===== config.mk =====
export PLATFORM = sky130hd
export DESIGN_NAME = div_seq_ctrl
export DESIGN_NICKNAME = d
export VERILOG_FILES = /design/src/rtl/div_seq_ctrl.sv
export SDC_FILE = /design/constraint.sdc
export NUM_CORES = 1
export LEC_CHECK = 0
export CELL_PAD_IN_SITES_DETAIL_PLACEMENT = 1
export CELL_PAD_IN_SITES_GLOBAL_PLACEMENT = 2
export CORE_MARGIN = 2
export CORE_UTILIZATION = 36
export CTS_CLUSTER_SIZE = 40
export DETAILED_ROUTE_END_ITERATION = 12
export MAX_ROUTING_LAYER = met4
export PLACE_DENSITY_LB_ADDON = 0.12
export SLEW_MARGIN = 25
export SYNTH_ARGS = -nofsm -noshare
export SYNTH_HDL_FRONTEND = slang
export SYNTH_SLANG_ARGS = --single-unit

===== constraint.sdc =====
create_clock -name clk -period 7.58 [get_ports clk]
set_clock_uncertainty 0.1 [all_clocks]
set_input_delay 2.274 -clock clk [delete_from_list [all_inputs] [get_ports clk]]
set_output_delay 2.274 -clock clk [all_outputs]
set_load 0.01 [all_outputs]

===== src/rtl/div_seq_ctrl.sv =====
// -----------------------------------------------------------------------------
// div_seq_ctrl
// Sequencing controller and datapath for an iterative radix-2 restoring
// divider serving MIPS DIV/DIVU in the EX stage. One quotient bit is produced
// per cycle. The quotient goes to LO and the remainder to HI, qualified by a
// one-cycle valid pulse. busy stalls the pipeline while an operation is
// accepted or running.
//
// Optional feature (compile-time macro DIV_EARLY_EXIT_EN):
//   When defined, a nonzero divisor whose magnitude exceeds the dividend
//   magnitude skips the RUN phase and completes in the cycle after accept.
//   Results are identical with or without the macro; only latency differs.
// -----------------------------------------------------------------------------
module div_seq_ctrl #(
  parameter int WIDTH = 32
) (
  input  logic             clk,
  input  logic             rst,
  input  logic             start,
  input  logic             sign_div,
  input  logic [WIDTH-1:0] a,
  input  logic [WIDTH-1:0] b,
  input  logic             annul,
  output logic             busy,
  output logic             valid,
  output logic [WIDTH-1:0] quotient,
  output logic [WIDTH-1:0] remainder
);

  localparam int              CW   = $clog2(WIDTH + 1);
  localparam logic [CW-1:0]   LAST = CW'(WIDTH - 1);
  localparam logic [WIDTH-1:0] ONE = WIDTH'(1);

  typedef enum logic [1:0] {
    S_IDLE,
    S_RUN,
    S_DONE
  } state_t;

  state_t           state;
  state_t           state_nxt;

  logic [CW-1:0]    cnt;       // iterations completed in RUN
  logic [WIDTH-1:0] prem;      // partial remainder
  logic [WIDTH-1:0] dvd;       // dividend bits shifting out, quotient bits shifting in
  logic [WIDTH-1:0] dvs;       // divisor magnitude
  logic             neg_q;     // negate quotient at the end
  logic             neg_r;     // negate remainder at the end
  logic             div_zero;  // divide-by-zero: bypass sign correction
  logic [WIDTH-1:0] q_hold;    // last committed quotient
  logic [WIDTH-1:0] r_hold;    // last committed remainder

  logic             accept;
  logic             b_zero;
  logic             early_exit;
  logic [WIDTH-1:0] mag_a;
  logic [WIDTH-1:0] mag_b;
  logic [WIDTH:0]   shifted;
  logic [WIDTH:0]   diff;
  logic             q_bit;
  logic [WIDTH-1:0] rem_nxt;
  logic [WIDTH-1:0] q_fin;
  logic [WIDTH-1:0] r_fin;

  // Operand magnitudes: signed ops take absolute values, unsigned pass through.
  assign mag_a  = (sign_div && a[WIDTH-1]) ? (~a + ONE) : a;
  assign mag_b  = (sign_div && b[WIDTH-1]) ? (~b + ONE) : b;
  assign b_zero = (b == '0);

  // A request is taken only from IDLE, and never when flushed or in reset.
  assign accept = (state == S_IDLE) && start && !annul && !rst;

`ifdef DIV_EARLY_EXIT_EN
  assign early_exit = !b_zero && (mag_a < mag_b);
`else
  assign early_exit = 1'b0;
`endif

  // One restoring step: shift the next dividend bit into the partial
  // remainder, then trial-subtract. Bit WIDTH of the difference is the borrow:
  // because prem < dvs, a non-borrowing result always fits in WIDTH bits.
  assign shifted = {prem, dvd[WIDTH-1]};
  assign diff    = shifted - {1'b0, dvs};
  assign q_bit   = ~diff[WIDTH];
  assign rem_nxt = q_bit ? diff[WIDTH-1:0] : shifted[WIDTH-1:0];

  // Final sign correction; a zero divisor returns the raw operands untouched.
  assign q_fin = (!div_zero && neg_q) ? (~dvd  + ONE) : dvd;
  assign r_fin = (!div_zero && neg_r) ? (~prem + ONE) : prem;

  // Results are shown live in the DONE cycle and held from the registers after.
  assign valid     = (state == S_DONE);
  assign quotient  = valid ? q_fin : q_hold;
  assign remainder = valid ? r_fin : r_hold;

  // Stall while accepting or iterating; released in DONE so the pipeline
  // advances together with the valid pulse.
  assign busy = accept || (state == S_RUN);

  // State register.
  always_ff @(posedge clk) begin
    // NOTE: sequential state uses non-blocking assignments so every register
    // samples pre-edge values, independent of statement order.
    if (rst) state <= S_IDLE;
    else     state <= state_nxt;
  end

  // Next-state logic.
  always_comb begin
    // NOTE: default first so every path assigns state_nxt and no latch forms.
    state_nxt = state;
    unique case (state)
      S_IDLE: begin
        if (accept) state_nxt = (b_zero || early_exit) ? S_DONE : S_RUN;
      end
      S_RUN: begin
        if (annul)             state_nxt = S_IDLE;
        else if (cnt == LAST)  state_nxt = S_DONE;
      end
      S_DONE: state_nxt = S_IDLE;
      default: state_nxt = S_IDLE;
    endcase
  end

  // Datapath: operand capture, per-cycle iteration and result commit.
  always_ff @(posedge clk) begin
    if (rst) begin
      cnt      <= '0;
      prem     <= '0;
      dvd      <= '0;
      dvs      <= '0;
      neg_q    <= 1'b0;
      neg_r    <= 1'b0;
      div_zero <= 1'b0;
      q_hold   <= '0;
      r_hold   <= '0;
    end else begin
      unique case (state)
        S_IDLE: begin
          if (accept) begin
            cnt   <= '0;
            dvs   <= mag_b;
            neg_q <= sign_div & (a[WIDTH-1] ^ b[WIDTH-1]);
            neg_r <= sign_div & a[WIDTH-1];
            if (b_zero) begin
              // Quotient all ones, remainder is the dividend as given.
              div_zero <= 1'b1;
              prem     <= a;
              dvd      <= '1;
            end else if (early_exit) begin
              // Quotient is zero and the whole dividend is the remainder.
              div_zero <= 1'b0;
              prem     <= mag_a;
              dvd      <= '0;
            end else begin
              div_zero <= 1'b0;
              prem     <= '0;
              dvd      <= mag_a;
            end
          end
        end
        S_RUN: begin
          prem <= rem_nxt;
          dvd  <= {dvd[WIDTH-2:0], q_bit};
          cnt  <= cnt + 1'b1;
        end
        S_DONE: begin
          q_hold <= q_fin;
          r_hold <= r_fin;
        end
        default: ;
      endcase
    end
  end

endmodule

==> results.md <==
- The run finished with clean final reports.
- The starting density of the core is 0.3649.
- Hold timing on the final database bottoms out at a slack of about 0.37 ns.
- Summing all non-filler instances in the final layout gives an area of about 14000 um^2.
- The maximum single-stage delay on the critical path is 0.52 ns.
- The path depth of the worst reg2reg path is 12.
- The final estimated routing congestion in global placement is just under 0.9.
- In the finished design, the share of the clock period the worst path needs comes to 0.8181.
- Dividing the detail-routed wire length by the instance count gives ~19 um.
- Of all flip-flops after synthesis, the portion carrying an async set or reset was 0.
- The floorplan step defined a die boundary enclosing around 33000 um^2.
- The proportion of layout cells with a drive suffix above 1 is 0.05446.
- The number of flops mapped to enable cells by yosys is 0.
- The total length of routed wires is between 30000 and 40000 um.
- The count of endpoints failing setup in the final report is 0.
- The number of nets at the end of the flow is roughly 1700.
- The die extent in y is between 150 and 200 um.
- The start of the worst register-to-register path is dvd[31].
- Dividing total power by cell area gives a power density of 196.4 nW/um^2.
- The post-cts resize count is 0.
- The achievable frequency is between 0.15 and 0.2 GHz.
- Setup repair after global routing left no endpoint under its margin.
- The remaining number of nets flagged by the antenna check after routing is 0.
- The first global-routing pass estimated around 63000 um of wire.
- The startpoint identified for the worst hold timing path is dvs[31].
- The core region is roughly 32000 um^2.
- The row count is 65.
- The data arrival at the endpoint of the critical path is roughly 3.8 ns.
- The number of filler instances in the final layout is approximately 3900.
- The synthesis-to-layout area growth is 18.85%.
- By startpoint and endpoint, the worst setup path is classified as primary input to output pin.
- The signal on the critical path passes through clkdlybuf4s50_1, nor3_1, and2_2, nor2_2, inv_2, clkdlybuf4s50_1.
- The yosys synthesis warning count is 0.
- The worst endpoint required time is 5.21 ns.
- The detail-routed via count per cell is around 5.6.
- The number of top-level design ports is around 140.
- The number of cells traversed by the worst hold path is 2.
- The initial antenna violation count is 0.
- The via count is between 10000 and 15000.
- Adding up every negative setup slack in the final design gives 0 ns.
- The quantity of I/O buffers inserted on ports is about 130.
- The worst setup path is launched from a primary input.
- IR analysis of the VDD net gives a maximum drop of about 0.16 mV.
- Counting every sink on the clock net gives approximately 170.
- The path with the worst hold slack has its endpoint at dvs[31].
- The library cells used most frequently in the layout, excluding fill and tap cells, are 171 x sky130_fd_sc_hd__dfxtp_1, 160 x sky130_fd_sc_hd__a21oi_1, 145 x sky130_fd_sc_hd__nand2_1.
- For this run, the number of standard cells in the final layout without fillers is slightly above 2000.
- At the pin with the least slew margin, the transition time is approximately 0.88 ns.
- The area used by sequential logic in the layout is ~3400 um^2.
- The post-placement cell count is ~2000.
- The clock-pin transition on the worst setup and hold timing paths is ~0.080 ns.
- The post-place instance area is around 13000 um^2.
- The number of global-route vias before repair is around 11000.
- CTS placed an instance of sky130_fd_sc_hd__clkbuf_16 at the clock tree root.
- For this run the aggregate overflow at the end of global routing stands at 0.
- The placed wire-length estimate is between 20000 and 30000 um.
- In this run the tightest slew margin relative to its limit is 0.4111.
- The slowest cell on the critical path is sky130_fd_sc_hd__clkdlybuf4s50_1.
- The endpoint of the worst register-to-register path is prem[2].
- The post-synthesis register bit count is ~170.
- The maximum fanout count along the critical path is 3.
- The number of DRC markers in iteration 0 is approximately 620.
- After synthesis the cells add up to between 10000 and 15000 um^2.
- In the routed design, unresolved DRC markers number 0.
- In this run, CTS created clock tree buffers numbering 17.
- The number of pins exceeding their max-slew limit in the final report is 0.
- The tightest min-delay check is of the register to register type.
- The proportion of synthesized chip area in sequential cells is 0.2973.
- The commonest register cell after synthesis is sky130_fd_sc_hd__dfxtp_1.
- TritonCTS built the clock tree.
- The number of hold buffers added after CTS was 0.
- In this design, the critical path's most frequently occurring cell is sky130_fd_sc_hd__clkdlybuf4s50_1.
- The die is 182.8 um wide.
- The setup slack of the worst register-to-register path is roughly 3.5 ns.
- Across every metal layer, demand over resource in global routing totals 0.2431.
- The synthesized area divided by synthesized cell count is 7.477 um^2.
- The post-layout minimum cycle time is between 6 and 7 ns.
- The count of different cell masters after synthesis is 79.
- The maximum root-to-sink buffer count is 2.
- 0 antenna diodes ended up in the layout.
- The clock tree synthesis step divided the H-tree into 4 levels.
- The critical path launch point is annul.
- Measured on the finished design, the core utilization comes to 0.4337.
- In this run the static leakage power is 4.850 nW.
- The kind of cell adding the most delay to the critical path is buffers and inverters.
- The library cell used most frequently in the layout, excluding fill and tap cells, is sky130_fd_sc_hd__dfxtp_1.
- The worst path buffer plus inverter count is 3.
- The later pin in the worst-skew pair is clocked with a latency of between 0.4 and 0.5 ns.
- The number of hold violations in the final report was 0.
- The pre-antenna-repair detailed-routing pass consisted of 5 iterations.
- Max-cap violations in this run came to 0.
- The post-synthesis net count is 1647.
- The cell count after synthesis is 1540.
- Entering global routing, the biggest net connects between 90 and 100 pins.
- The worst setup path is captured at an output pin.
- Post-CTS timing repair inserted 0 buffers for setup.
- The area of combinational cells with multiple inputs is between 7000 and 8000 um^2.
-- layer usage --
layer | vias up | GRT usage | part of all wire
met1 | 5443 | 0.3233 | 0.48
li1 | 5618 | - | -
met2 | 242 | 0.3997 | 0.47
met4 | 0 | 0.06464 | 0.019
met5 | - | - | 0
met3 | 45 | 0.01926 | 0.035
-- worst register-to-register path, delay by kind of cell (launching register included) --
kind                       cells  cell delay (ns)
AOI/OAI and AO/OA              5             1.37
and+or+nand+nor                4             1.29
buffers and inverters          1             0.16
adders and majority gates      2             0.67
DFF                            1             0.37
-- worst max path at each step --
stage | to | depth (start not counted)
global placement | busy | 6
finish | busy | 6
global route | quotient[28] | 9
detailed placement | busy | 6
floorplan | busy | 7
CTS | quotient[31] | 8
-- layout make-up --
type,count,share of cell area
clock buffer,17,0.03108
clock inverter,15,0.01445
inverter,61,0.01673
multi-input combinational,1203,0.5450
sequential,171,0.2501
tap,402,0.03675
timing repair buffer,149,0.1059
-- report_power, final --
part           switching (W)  internal [W]  leakage (nW)  total, W
Combinational       0.000470      0.000295          3.16  0.000765
Sequential         0.0000496      0.000932          1.39  0.000981
Clock               0.000462      0.000480         0.304  0.000942
-- through the flow --
stage	setup slack [ns]	total power [W]
after floorplan	1.757	0.001522
after global placement	1.452	0.001753
after detailed placement	1.365	0.001764
after CTS	1.351	0.002706
after global routing	0.9325	0.002831
final	1.378	0.002687
-- cells by family (layout without fill, tap and decap cells) --
logic type | after synthesis | after routing | share of synthesized area
buffers and inverters | 166 | 242 | 0.05770
AO/OA/AOI/OAI | 459 | 459 | 0.2499
XOR/XNOR | 138 | 138 | 0.1050
AND/OR/NAND/NOR | 563 | 563 | 0.2437
multiplexers | 5 | 5 | 0.004455
flip-flops | 171 | 171 | 0.2973
adder cells (fa/ha/maj) | 38 | 38 | 0.04194
-- Yosys cell counts, drive strengths merged, types with 13 or more instances --
library cell,number,area (um^2)
xnor2,87,762.0
a31oi,15,93.84
clkbuf,82,309.0
nand3,80,400.4
buf,23,126.4
ha,37,462.9
o21ai,133,665.6
nor4,23,143.9
a21oi,160,800.8
o31ai,27,202.7
nor3,32,176.4
a2111oi,13,120.1
a311oi,25,237.7
a21o,15,113.9
inv,61,229.0
xor2,51,446.7
nor2b,16,100.1
dfxtp,171,3423
and2,69,431.7
nand2,146,550.5
nor2,128,499.2
-- sequential cells by signal (all words and copies together), names as in the netlist --
| register | count |
|---|---|
| dvd | 32 |
| dvs | 32 |
| prem | 32 |
| q_hold | 32 |
| r_hold | 32 |
| cnt | 6 |
| state | 2 |
| div_zero | 1 |
| neg_q | 1 |
| neg_r | 1 |
No activity file was read; power rests on OpenSTA's default activity.
